$ cat src/rtl/kogge_stone_pipe_adder_pkg.sv
// Shared constants for the pipelined Kogge-Stone adder: default width,
// prefix-depth derivation and add/sub mode encoding.
package kogge_stone_pipe_adder_pkg;

    localparam int DEFAULT_BW = 16;

    localparam logic MODE_ADD = 1'b0;
    localparam logic MODE_SUB = 1'b1;

    function automatic int levels_of(input int bw);
        return $clog2(bw);
    endfunction

endpackage

$ cat src/rtl/kogge_stone_pipe_adder_if.sv
// Operand/result bundle for the pipelined adder; master drives operands and
// consumes results, slave is the adder itself.
interface kogge_stone_pipe_adder_if
    import kogge_stone_pipe_adder_pkg::*;
#(
    parameter int BW = DEFAULT_BW
);
    logic          in_valid;
    logic          in_ready;
    logic [BW-1:0] a;
    logic [BW-1:0] b;
    logic          cin;
    logic          sub;
    logic          out_valid;
    logic          out_ready;
    logic [BW-1:0] sum;
    logic          cout;
    logic          ovf;

    modport master (
        output in_valid, a, b, cin, sub, out_ready,
        input  in_ready, out_valid, sum, cout, ovf
    );

    modport slave (
        input  in_valid, a, b, cin, sub, out_ready,
        output in_ready, out_valid, sum, cout, ovf
    );
endinterface

$ cat src/rtl/kogge_stone_pipe_adder_ks_prefix_level.sv
// One combinational Kogge-Stone prefix level of span D; bits below D pass
// through, the parent registers the result.
module ks_prefix_level
    import kogge_stone_pipe_adder_pkg::*;
#(
    parameter int BW = DEFAULT_BW,
    parameter int D  = 1
) (
    input  logic [BW-1:0] g,
    input  logic [BW-1:0] p,
    output logic [BW-1:0] g_nxt,
    output logic [BW-1:0] p_nxt
);
    for (genvar i = 0; i < BW; i++) begin : g_bit
        if (i >= D) begin : g_merge
            assign g_nxt[i] = g[i] | (p[i] & g[i-D]);
            assign p_nxt[i] = p[i] & p[i-D];
        end else begin : g_pass
            assign g_nxt[i] = g[i];
            assign p_nxt[i] = p[i];
        end
    end
endmodule

$ cat src/rtl/kogge_stone_pipe_adder.sv
// Pipelined Kogge-Stone add/sub: LEVELS+2 register ranks, one beat per clock.
// A single advance enable stalls every rank together when the output is held.
module kogge_stone_pipe_adder
    import kogge_stone_pipe_adder_pkg::*;
#(
    parameter int BW = DEFAULT_BW
) (
    input  logic                    clk,
    input  logic                    rst,
    kogge_stone_pipe_adder_if.slave io
);
    localparam int LEVELS = levels_of(BW);

    logic adv;
    assign adv         = !io.out_valid | io.out_ready;
    assign io.in_ready = adv;

    // Subtraction is a + ~b + 1, so cin is replaced by a forced carry-in.
    logic [BW-1:0] b_eff;
    logic          c0_in;
    logic [BW-1:0] p_in;
    logic [BW-1:0] g_in;

    assign b_eff = (io.sub == MODE_SUB) ? ~io.b : io.b;
    assign c0_in = (io.sub == MODE_SUB) ? 1'b1 : io.cin;

    always_comb begin
        p_in    = io.a ^ b_eff;
        g_in    = io.a & b_eff;
        g_in[0] = g_in[0] | (p_in[0] & c0_in);
    end

    logic [LEVELS:0][BW-1:0] g_q;
    logic [LEVELS:0][BW-1:0] p_q;
    logic [LEVELS:0][BW-1:0] p0_q;
    logic [LEVELS:0]         c0_q;
    logic [LEVELS:0]         vld;
    logic [LEVELS:1][BW-1:0] g_c;
    logic [LEVELS:1][BW-1:0] p_c;

    for (genvar k = 1; k <= LEVELS; k++) begin : g_lvl
        ks_prefix_level #(
            .BW (BW),
            .D  (1 << (k - 1))
        ) u_lvl (
            .g     (g_q[k-1]),
            .p     (p_q[k-1]),
            .g_nxt (g_c[k]),
            .p_nxt (p_c[k])
        );
    end

    // Only the valid bits need reset; data ranks load whenever the pipe moves.
    always_ff @(posedge clk) begin
        if (rst) begin
            vld <= '0;
        end else if (adv) begin
            vld <= {vld[LEVELS-1:0], io.in_valid};
        end

        if (adv) begin
            g_q[0]  <= g_in;
            p_q[0]  <= p_in;
            p0_q[0] <= p_in;
            c0_q[0] <= c0_in;
            for (int k = 1; k <= LEVELS; k++) begin
                g_q[k]  <= g_c[k];
                p_q[k]  <= p_c[k];
                p0_q[k] <= p0_q[k-1];
                c0_q[k] <= c0_q[k-1];
            end
        end
    end

    // Group propagate of the full word is not needed once carries are known.
    logic [BW-1:0] p_final_unused;
    assign p_final_unused = p_q[LEVELS];

    logic [BW-1:0] g_f;
    logic [BW-1:0] carry;
    assign g_f   = g_q[LEVELS];
    assign carry = {g_f[BW-2:0], c0_q[LEVELS]};

    always_ff @(posedge clk) begin
        if (rst) begin
            io.out_valid <= 1'b0;
            io.sum       <= '0;
            io.cout      <= 1'b0;
            io.ovf       <= 1'b0;
        end else if (adv) begin
            io.out_valid <= vld[LEVELS];
            io.sum       <= p0_q[LEVELS] ^ carry;
            io.cout      <= g_f[BW-1];
            io.ovf       <= g_f[BW-1] ^ g_f[BW-2];
        end
    end
endmodule

$ cat src/flat_wrapper.sv
// flat-port wrapper written by rule: the top's interface ports become plain ports
module kogge_stone_pipe_adder_flat import kogge_stone_pipe_adder_pkg::*;
#(
    parameter int BW = DEFAULT_BW
)
  (clk, rst, io_in_valid, io_a, io_b, io_cin, io_sub, io_out_ready, io_in_ready, io_out_valid, io_sum, io_cout, io_ovf);
  kogge_stone_pipe_adder_if #(.BW(BW)) io_i ();
  input  logic clk;
  input  logic rst;
  input wire logic [$bits(io_i.in_valid)-1:0] io_in_valid;
  input wire logic [$bits(io_i.a)-1:0] io_a;
  input wire logic [$bits(io_i.b)-1:0] io_b;
  input wire logic [$bits(io_i.cin)-1:0] io_cin;
  input wire logic [$bits(io_i.sub)-1:0] io_sub;
  input wire logic [$bits(io_i.out_ready)-1:0] io_out_ready;
  output wire logic [$bits(io_i.in_ready)-1:0] io_in_ready;
  output wire logic [$bits(io_i.out_valid)-1:0] io_out_valid;
  output wire logic [$bits(io_i.sum)-1:0] io_sum;
  output wire logic [$bits(io_i.cout)-1:0] io_cout;
  output wire logic [$bits(io_i.ovf)-1:0] io_ovf;
  assign io_i.in_valid = io_in_valid;
  assign io_i.a = io_a;
  assign io_i.b = io_b;
  assign io_i.cin = io_cin;
  assign io_i.sub = io_sub;
  assign io_i.out_ready = io_out_ready;
  assign io_in_ready = io_i.in_ready;
  assign io_out_valid = io_i.out_valid;
  assign io_sum = io_i.sum;
  assign io_cout = io_i.cout;
  assign io_ovf = io_i.ovf;
  kogge_stone_pipe_adder #(.BW(BW)) u_core (.clk(clk), .rst(rst), .io(io_i));
endmodule
$ cat config.mk
export PLATFORM = sky130hd
export DESIGN_NAME = kogge_stone_pipe_adder_flat
export DESIGN_NICKNAME = d
export VERILOG_FILES = /design/src/rtl/kogge_stone_pipe_adder_pkg.sv /design/src/rtl/kogge_stone_pipe_adder_if.sv /design/src/rtl/kogge_stone_pipe_adder_ks_prefix_level.sv /design/src/rtl/kogge_stone_pipe_adder.sv /design/src/flat_wrapper.sv
export SDC_FILE = /design/constraint.sdc
export NUM_CORES = 1
export LEC_CHECK = 0
export BUFFER_PORTS_ARGS = -buffer_cell sky130_fd_sc_hd__buf_2
export CORE_UTILIZATION = 26
export DETAILED_ROUTE_END_ITERATION = 8
export PLACE_DENSITY = 0.52
export SLEW_MARGIN = 20
export SYNTH_ARGS = -nofsm -noshare
export SYNTH_HDL_FRONTEND = slang
export SYNTH_HIERARCHICAL = 1
export SYNTH_SLANG_ARGS = --single-unit
$ cat constraint.sdc
create_clock -name clk -period 5.5 [get_ports clk]
set_input_delay 0.55 -clock clk [delete_from_list [all_inputs] [get_ports clk]]
set_output_delay 0.55 -clock clk [all_outputs]
set_load 0.01 [all_outputs]
==> results.yml, run 1 <==
timing:
  hold_violations: 0
  post-route-period-util_pct: 38.1
  number_of_setup_violations_in_the_final_report: 0
  worst_slew_pin_slew_ns: 0.917
  totalNegativeSetupSlack_ns: 0
  period_needed_ns: 2.09
  final-max-slew-violation-count: 0
  fin_skew_ns: 0.0137
  rsz0062_at_grt: "false"
  slew_headroom_pct: 38.8
  timing.hold.ws_ns: 0.329
  post-route-worst-setup-slack_ns: 3.41
  max_freq_ghz: 0.477
floorplan:
  top_ports: 58
  chipWidth_microns: 178
  core_area_sq_mm: 0.0306
  floorplan.initialDensity_pct: 26.4
  rows: 64
  die_h_microns: 178
  die_area_sq_mm: 0.0318
cells_and_area:
  final-seq-area_sq_mm: 0.00646
  n_antenna_cell: 0
  design.final.nets: 549
  multi_input_comb_area_sq_mm: 0.00141
  nFillCells: 3012
  final_core_util_pct: 30.8
  layout-drive-gt1-share_pct: 21.4
  synthToLayoutAreaGrowth_pct: 16.6
cts:
  tritoncts: "done"
  number_of_buffers_on_the_longest_clock_path: 3
  clock_sinks: 223
  number_of_cts_inserted_buffers: 22
  clock-root-buffer: "clkbuf_16"
  htree_num_levels: 1
  clk_transition_reported_paths_ns: 0.06
  post-cts-setup-buffers: 0
  post_cts_hold_buffer_count: 0
  gates_resized_cts_repair: 0
  clk_latency_ns: 0.49
hold_path:
  hold_end: "u_core/vld[0]"
  hold_class: "input port to flip-flop"
  worst_hold_path.num_cells: 3
  holdCritStartpoint: "io_in_valid"
routing:
  initialDrtViolationCount: 222
  final_ant_viol_nets: 0
  drt_first_pass_iters: 6
  total_wirelength_microns: 11400
  vias_per_cell: 3.77
  detail_route.drc_violations: 1
  vias: 3417
  drt-wirelength-per-cell_microns: 12.6
pwr:
  p_comb_share_pct: 5.7
  switching_share_pct: 19.9
  power_switching_uw: 795
  ir_worst_vdd_mv: 0.226
  clkPwrFrac_pct: 37.9
  p_per_area_mw_per_mm2: 425
  p_int_mw: 3.21
  power.static_leakage_nw: 3.84
  power.share.sequential_pct: 56.4
yosys:
  synth.yosys.warnings: 6
  post_synth.cell_area_avg_sq_um: 18.5
  synth.cell_area_sq_mm: 0.00808
  netlist_instances: 437
  post_syn_nets: 491
critical_path:
  crit_arrival_ns: 1.54
  critical_path.cell_chain: "nor2b_4 -> inv_8 -> buf_2"
  startpoint_of_the_worst_register_to_register_path: "u_core/io.out_valid"
  r2r_cells: 3
  timing.critical_path.from_type: "flip-flop"
  crit_slowest_cell: "dfxtp_1"
  crit_type: "flip-flop to primary output"
  cp_slowest_stage_delay_ns: 0.32
  timing.critical_path.required_ns: 4.95
  destination_of_the_worst_register_to_register_timing_path: "u_core/g_q[21]"
  worst_setup_path_end_kind: "primary output"
  maximum_fanout_count_along_the_critical_path: 62
  reg2reg_setup_slack_ns: 3.51
placed_design:
  dpl_worst_slack_ns: 3.26
  finalWeightedCongestion: 0.684
  place.detailed.hpwl_microns: 7650
  buffer_ports.inserted: 57
grt:
  first_pass_grt_wire_length_microns: 18400
  grt_max_degree: 180
  number_of_global_route_vias_before_repair: 3586
  gr_util_all_layers_pct: 7.29
  grt_antenna_before_repair: 0
  globalRouteOverflowTotal: 0
outcome:
  failed_checks: "DRC"
  run_status: "finished, violations left"
job:
  maxCapViolCount: 0
-- area by class of cell --
type / instances / area share, %
Timing Repair Buffer: 58 / 3.24
Clock buffer: 25 / 6.19
Inverter: 1 / 0.119
Multi-Input combinational cell: 189 / 14.9
Tap cell: 396 / 5.26
Sequential cell: 223 / 68.5
Clock inverter: 14 / 1.74
-- per-stage QoR --
stage	cell area [sq um]	total power [mW]	instances
2_1_floorplan	8080	2.43	437
3_3_place_gp	8680	2.53	867
3_5_place_dp	8680	2.54	867
4_1_cts	9420	4.07	906
5_1_grt	9420	4.18	906
6_report	9420	4.01	906
-- layout by cell type (no fill, tap or decap) --
cell,n
a211oi_1,15
a211oi_2,2
a21o_1,50
a21oi_1,6
and2_1,28
and2_2,6
buf_12,1
buf_2,57
bufinv_16,4
clkbuf_1,2
clkbuf_16,23
clkinv_1,5
clkinv_2,5
dfxtp_1,24
edfxtp_1,199
ha_1,16
inv_8,1
nand2_1,12
nor2_1,11
nor2_2,8
nor2b_4,1
or2_2,1
xnor2_1,17
xor2_1,16
-- sequential cells by signal, summed over array words and instances, names as in the netlist --
name and cells:
u_core/p0_q 80, u_core/g_q 64, u_core/io.sum 16, u_core/vld 5, u_core/c0_q 5, u_core/io.ovf 1
u_core/io.cout 1, u_core/io.out_valid 1, u_core/p_q 34, u_core/g_f 16
-- power groups by stage --
stage | Combinational (mW) | Clock (mW) | Sequential, mW
after floorplan | 0.165 | 0 | 2.27
after global placement | 0.228 | 0 | 2.30
after detailed placement | 0.234 | 0 | 2.30
after CTS | 0.236 | 1.57 | 2.27
after global routing | 0.258 | 1.63 | 2.29
final | 0.228 | 1.52 | 2.26
-- critical path: cells and delay by family, from the launching register on --
family	cells	cell delay, ns
simple gates	1	0.29
buf+inv	2	0.41
flops	1	0.32
-- metal layers --
| layer | vias to the layer above | global-route usage (%) | share of wire, % |
|---|---|---|---|
| li1 | 1737 | - | - |
| met1 | 1590 | 9.67 | 49 |
| met2 | 71 | 11.7 | 45 |
| met3 | 19 | 1.34 | 4.0 |
| met4 | 0 | 3.07 | 2.4 |
| met5 | - | 0 | 0 |
-- worst max path at each step --
stage / from / endpoint / cells after the start
after global placement: io_out_ready / u_core/g_q[2] / 4
final: u_core/io.out_valid / io_in_ready / 3
after CTS: u_core/io.out_valid / io_in_ready / 3
after detailed placement: io_out_ready / u_core/p0_q[18] / 4
after floorplan: io_out_ready / io_in_ready / 4
after global routing: u_core/io.out_valid / io_in_ready / 3
Power figures use the tool's default switching activity.
==> run 2: changes to the inputs <==
--- a/config.mk
+++ b/config.mk
@@ -5,10 +5,11 @@
 export SDC_FILE = /design/constraint.sdc
 export NUM_CORES = 1
 export LEC_CHECK = 0
+export ABC_AREA = 1
 export BUFFER_PORTS_ARGS = -buffer_cell sky130_fd_sc_hd__buf_2
 export CORE_UTILIZATION = 26
 export DETAILED_ROUTE_END_ITERATION = 8
-export PLACE_DENSITY = 0.52
+export PLACE_DENSITY = 0.53
 export SLEW_MARGIN = 20
 export SYNTH_ARGS = -nofsm -noshare
 export SYNTH_HDL_FRONTEND = slang
==> constraint.sdc (replaced) <==
create_clock -name clk -period 1.9 [get_ports clk]
set_input_delay 0.19 -clock clk [delete_from_list [all_inputs] [get_ports clk]]
set_output_delay 0.19 -clock clk [all_outputs]
set_load 0.01 [all_outputs]
==> run 2 against run 1 <==
The run now ends clean. Non-clock buffer count up 29. Global-route usage up 1.0 points. Worst setup slack worse by 3.3 ns. Critical path depth unchanged. Clock power rose to 2.7 times the previous value. Wire length up 19%. Sequential power rose to 3.0 times the previous value. Design area up 9.0%. First-iteration DRC count up 58%. Utilization up 0.85 points. Via count up 29%. Clock skew about the same. Critical path type unchanged. Critical endpoint unchanged.
==> results.yml, run 2 <==
floorplan:
  die_area_sq_mm: 0.0336
  die_h_microns: 183
  core_area_sq_mm: 0.0325
  floorplan.initialDensity_pct: 26.4
  chipWidth_microns: 183
  rows: 66
  top_ports: 58
placed_design:
  buffer_ports.inserted: 57
  place.detailed.hpwl_microns: 9110
  number_of_placed_instances_with_taps_included: 1160
  finalWeightedCongestion: 0.687
critical_path:
  r2r_cells: 6
  crit_arrival_ns: 1.57
  crit_slowest_cell: "dfxtp_2"
  destination_of_the_worst_register_to_register_timing_path: "u_core/vld[4]"
  critical_path.cell_chain: "nand2_8 -> buf_12 -> buf_2"
  timing.critical_path.buf_inv: 2
  cp_top_family: "flip-flops"
  worst_setup_path_end_kind: "primary output"
  maximum_fanout_count_along_the_critical_path: 28
  startpoint_of_the_worst_register_to_register_path: "u_core/io.out_valid"
  crit_type: "flip-flop to primary output"
  timing.critical_path.required_ns: 1.71
  timing.critical_path.from_type: "flip-flop"
  cp_slowest_stage_delay_ns: 0.45
  reg2reg_setup_slack_ns: 0.42
cts:
  htree_num_levels: 1
  tritoncts: "done"
  clk_latency_ns: 0.51
  number_of_cts_inserted_buffers: 24
  clock_sinks: 223
  clk_transition_reported_paths_ns: 0.06
  number_of_buffers_on_the_longest_clock_path: 3
  clock-root-buffer: "clkbuf_16"
cells_and_area:
  nFillCells: 3298
  design.final.nets: 818
  registers.top_by_ff_count: "u_core/p0_q"
  layout.cells.most_common_list: "nand2_1, edfxtp_1, inv_1, buf_2, nor2_1"
  layout-drive-gt1-share_pct: 13.1
  leading_cell_type_in_the_layout_fill_and_taps_excluded: "nand2_1"
  largest_register_ff_count: 80
  synthToLayoutAreaGrowth_pct: 20.1
  largest_registers: "u_core/p0_q x80, u_core/g_q x64, u_core/p_q x34"
  n_antenna_cell: 0
  final-instance-count-excl-fill: 1221
timing:
  slew_headroom_pct: 63.8
  final-max-slew-violation-count: 0
  period_needed_ns: 1.76
  worst_slew_pin_slew_ns: 0.542
  rsz0062_at_grt: "false"
  fin_skew_ns: 0.0137
  hold_violations: 0
  totalNegativeSetupSlack_ns: 0
  post-route-period-util_pct: 92.5
  timing.hold.ws_ns: 0.127
  number_of_setup_violations_in_the_final_report: 0
  max_freq_ghz: 0.569
routing:
  total_wirelength_microns: 13600
  vias_per_cell: 3.62
  drt_first_pass_iters: 4
  initialDrtViolationCount: 351
  final_ant_viol_nets: 0
  drt-wirelength-per-cell_microns: 11.1
  vias: 4425
  detail_route.drc_violations: 0
grt:
  grt_max_degree: 38
  globalRouteOverflowTotal: 0
  number_of_global_route_vias_before_repair: 4440
  grt_antenna_before_repair: 0
  first_pass_grt_wire_length_microns: 22100
  gr_util_all_layers_pct: 8.30
hold_path:
  hold_class: "input port to flip-flop"
  holdCritStartpoint: "io_out_ready"
  hold_end: "u_core/vld[2]"
  worst_hold_path.num_cells: 4
yosys:
  post_syn_nets: 727
  synth.yosys.warnings: 6
  post_synth.cell_area_avg_sq_um: 12.7
  netlist_instances: 673
  synth.cell_area_sq_mm: 0.00856
job:
  maxCapViolCount: 0
outcome:
  run_status: "completed"
pwr:
  p_per_area_mw_per_mm2: 1140
  ir_worst_vdd_mv: 0.498
  power.static_leakage_nw: 4.65
-- run 2: repair_timing --
item / in CTS / in global routing
gates resized for setup: 1 / 0
setup buffers: 0 / 0
hold endpoints to repair: 34 / 0
setup endpoints to repair: 1 / 0
hold buffers: 19 / 0
-- run 2: area by class of cell --
type / instances / area (sq um) / area share [%]
Timing Repair Buffer: 87 / 608 / 5.92
Multi-Input combinational cell: 308 / 1500 / 14.6
Clock buffer: 30 / 623 / 6.07
Tap cell: 442 / 553 / 5.38
Clock inverter: 11 / 81.3 / 0.792
Inverter: 120 / 453 / 4.41
Sequential cell: 223 / 6460 / 62.9
-- run 2: worst max-delay path by stage --
| stage | startpoint | to | slack [ns] | depth (start not counted) |
|---|---|---|---|---|
| CTS | u_core/io.out_valid | io_in_ready | 0.1 | 3 |
| finish | u_core/io.out_valid | io_in_ready | 0.14 | 3 |
| floorplan | u_core/io.out_valid | u_core/io.cout | 0.20 | 4 |
| global placement | u_core/io.out_valid | u_core/vld[4] | 0.44 | 6 |
| detailed placement | u_core/io.out_valid | u_core/vld[4] | 0.42 | 6 |
| global route | u_core/io.out_valid | io_in_ready | 0.05 | 3 |
-- run 2: tightest hold or removal path, cell delays in order --
cell    delay, ns
buf_2        0.12
nor2_4       0.11
nor2_1       0.10
nor2_1       0.05
-- run 2: where the power goes --
part | internal (mW) | switching [mW] | total (mW)
Combinational | 0.385 | 0.496 | 0.881
Clock | 2.44 | 1.72 | 4.16
Sequential | 6.30 | 0.399 | 6.70
-- run 2: stage by stage --
stage / util [%] / instance area [sq um] / power (mW) / worst slack (ns)
after floorplan: - / 8570 / 7.32 / 0.204
after global placement: 28.9 / 9370 / 7.66 / 0.435
after detailed placement: 28.9 / 9370 / 7.70 / 0.416
after CTS: 31.7 / 10300 / 11.9 / 0.0957
after global routing: 31.7 / 10300 / 12.3 / 0.0517
final: 31.7 / 10300 / 11.7 / 0.142
-- run 2: per-layer routing --
layer  wire, microns  vias up  track usage, %
met3             532       28            1.69
met5               0        -               0
li1                -     2327               -
met1            6510     1995            10.9
met4             369        0            3.07
met2            6140       75            13.5
==> run 3: changes to the inputs <==
--- a/config.mk
+++ b/config.mk
@@ -7,9 +7,9 @@
 export LEC_CHECK = 0
 export ABC_AREA = 1
 export BUFFER_PORTS_ARGS = -buffer_cell sky130_fd_sc_hd__buf_2
-export CORE_UTILIZATION = 26
+export CORE_UTILIZATION = 40
 export DETAILED_ROUTE_END_ITERATION = 8
-export PLACE_DENSITY = 0.53
+export PLACE_DENSITY = 0.7
 export SLEW_MARGIN = 20
 export SYNTH_ARGS = -nofsm -noshare
 export SYNTH_HDL_FRONTEND = slang
==> run 3 against run 2 <==
The run now ends with DRC left. Clock-buffer cell count stayed put. Worst setup slack worse by 0.011 ns. First-iteration DRC count is 37% lower. Critical path type unchanged. Critical endpoint unchanged. Largest cell class unchanged.
==> results.yml, run 3 (synthesis results as in run 2) <==
outcome:
  run_status: "finished, violations left"
  failed_checks: "DRC"
cells_and_area:
  leading_cell_type_in_the_layout_fill_and_taps_excluded: "nand2_1"
  synthToLayoutAreaGrowth_pct: 17.7
  final-instance-count-excl-fill: 1051
  design.final.nets: 813
  largest_registers: "u_core/p0_q x80, u_core/g_q x64, u_core/p_q x34"
  nFillCells: 1774
  final_core_util_pct: 47.9
  fin_area_sq_mm: 0.0101
  layout.cells.most_common_list: "nand2_1, edfxtp_1, inv_1, buf_2, nor2_1"
  final-seq-area_sq_mm: 0.00646
  layout-drive-gt1-share_pct: 13.1
  registers.top_by_ff_count: "u_core/p0_q"
  largest_register_ff_count: 80
  multi_input_comb_area_sq_mm: 0.00149
  n_antenna_cell: 0
floorplan:
  floorplan.initialDensity_pct: 40.7
  top_ports: 58
  die_h_microns: 148
  chipWidth_microns: 148
  rows: 53
  core_area_sq_mm: 0.0210
  die_area_sq_mm: 0.0220
cts:
  tritoncts: "done"
  htree_num_levels: 1
  number_of_cts_inserted_buffers: 23
  clk_transition_reported_paths_ns: 0.06
  clk_latency_ns: 0.50
  clock_sinks: 223
  number_of_buffers_on_the_longest_clock_path: 3
  clock-root-buffer: "clkbuf_16"
routing:
  vias: 4459
  drt-wirelength-per-cell_microns: 11.7
  vias_per_cell: 4.24
  final_ant_viol_nets: 0
  drt_first_pass_iters: 6
  total_wirelength_microns: 12300
  detail_route.drc_violations: 2
  initialDrtViolationCount: 221
timing:
  post-route-period-util_pct: 93.1
  period_needed_ns: 1.77
  fin_skew_ns: 0.0150
  hold_violations: 0
  final-max-slew-violation-count: 0
  totalNegativeSetupSlack_ns: 0
  number_of_setup_violations_in_the_final_report: 0
  rsz0062_at_grt: "false"
  worst_slew_pin_slew_ns: 0.503
  max_freq_ghz: 0.565
  slew_headroom_pct: 66.4
hold_path:
  hold_class: "input port to flip-flop"
placed_design:
  finalWeightedCongestion: 0.753
  place.detailed.hpwl_microns: 8030
  number_of_placed_instances_with_taps_included: 990
  buffer_ports.inserted: 57
  place_area_sq_mm: 0.00914
pwr:
  switching_share_pct: 21.9
  p_int_mw: 9.34
  power.static_leakage_nw: 4.65
  ir_worst_vdd_mv: 0.769
  p_comb_share_pct: 7.2
  power_switching_mw: 2.61
  power.share.sequential_pct: 56.1
  clkPwrFrac_pct: 36.7
  total_power_mw: 11.9
  p_per_area_mw_per_mm2: 1190
critical_path:
  worst_setup_path_end_kind: "primary output"
  crit_type: "flip-flop to primary output"
  timing.critical_path.from_type: "flip-flop"
  timing.critical_path.buf_inv: 2
  maximum_fanout_count_along_the_critical_path: 49
  crit_arrival_ns: 1.58
  timing.critical_path.required_ns: 1.71
  cp_slowest_stage_delay_ns: 0.37
  cp_top_family: "buffers and inverters"
  critical_path.cell_chain: "nand2_8 -> buf_12 -> buf_2"
  crit_slowest_cell: "dfxtp_1"
grt:
  number_of_global_route_vias_before_repair: 4394
  grt_max_degree: 56
  globalRouteOverflowTotal: 0
  gr_util_all_layers_pct: 11.6
  first_pass_grt_wire_length_microns: 20400
  grt_antenna_before_repair: 0
job:
  maxCapViolCount: 0
-- run 3: changes by cell type in the layout (fill, tap and decap cells not counted), sizes merged --
cell	before	now
inv	120	122
nand2	204	203
buf	68	65
bufinv	1	3
clkinvlp	0	1
clkinv	10	6
-- run 3: metrics by stage --
step	hold WS, ns	setup WS [ns]
floorplan	0.259	0.204
global placement	0.402	0.490
detailed placement	0.405	0.461
CTS	0.116	0.0920
global route	0.143	0.0270
finish	0.136	0.131
-- run 3: worst paths after layout --
path	cells after the start	endpoint	slack, ns	from
setup / recovery	3	io_in_ready	0.13	u_core/io.out_valid
hold / removal	4	u_core/io.sum[2]	0.14	io_out_ready
setup reg to reg	6	u_core/vld[4]	0.48	u_core/io.out_valid
hold reg to reg	0	u_core/p0_q[16]	0.41	u_core/p0_q[0]
-- run 3: per-layer routing --
metal	up-vias	GRT usage [%]	share of wire (%)
li1	2329	-	-
met1	2024	14.5	45
met2	85	19.7	49
met3	21	2.42	4.6
met4	0	4.43	2.0
met5	-	0	0
-- run 3: layout make-up --
cell class / count / share of cell area (%)
tap: 275 / 3.42
timing repair buffer: 84 / 5.82
inverter: 120 / 4.50
clock buffer: 30 / 5.98
multi-input combinational: 307 / 14.8
clock inverter: 12 / 1.42
sequential: 223 / 64.1
-- run 3: power groups by stage --
stage / combinational [mW] / sequential (mW) / clock (mW)
detailed placement: 0.846 / 6.81 / 0
CTS: 0.883 / 6.71 / 4.52
global placement: 0.812 / 6.77 / 0
global route: 1.02 / 6.80 / 4.72
finish: 0.863 / 6.70 / 4.38
floorplan: 0.633 / 6.69 / 0
-- run 3: worst min-delay path, stage by stage --
cell and delay, ns:
buf_2 0.13, nor2_4 0.12, nor2_1 0.11, nor2_1 0.04
-- run 3: repair_timing --
item                      4_1_cts  5_1_grt
buffers inserted                0        0
hold buffers                   19        0
hold endpoints to repair       30        0
gates resized for setup         0        0
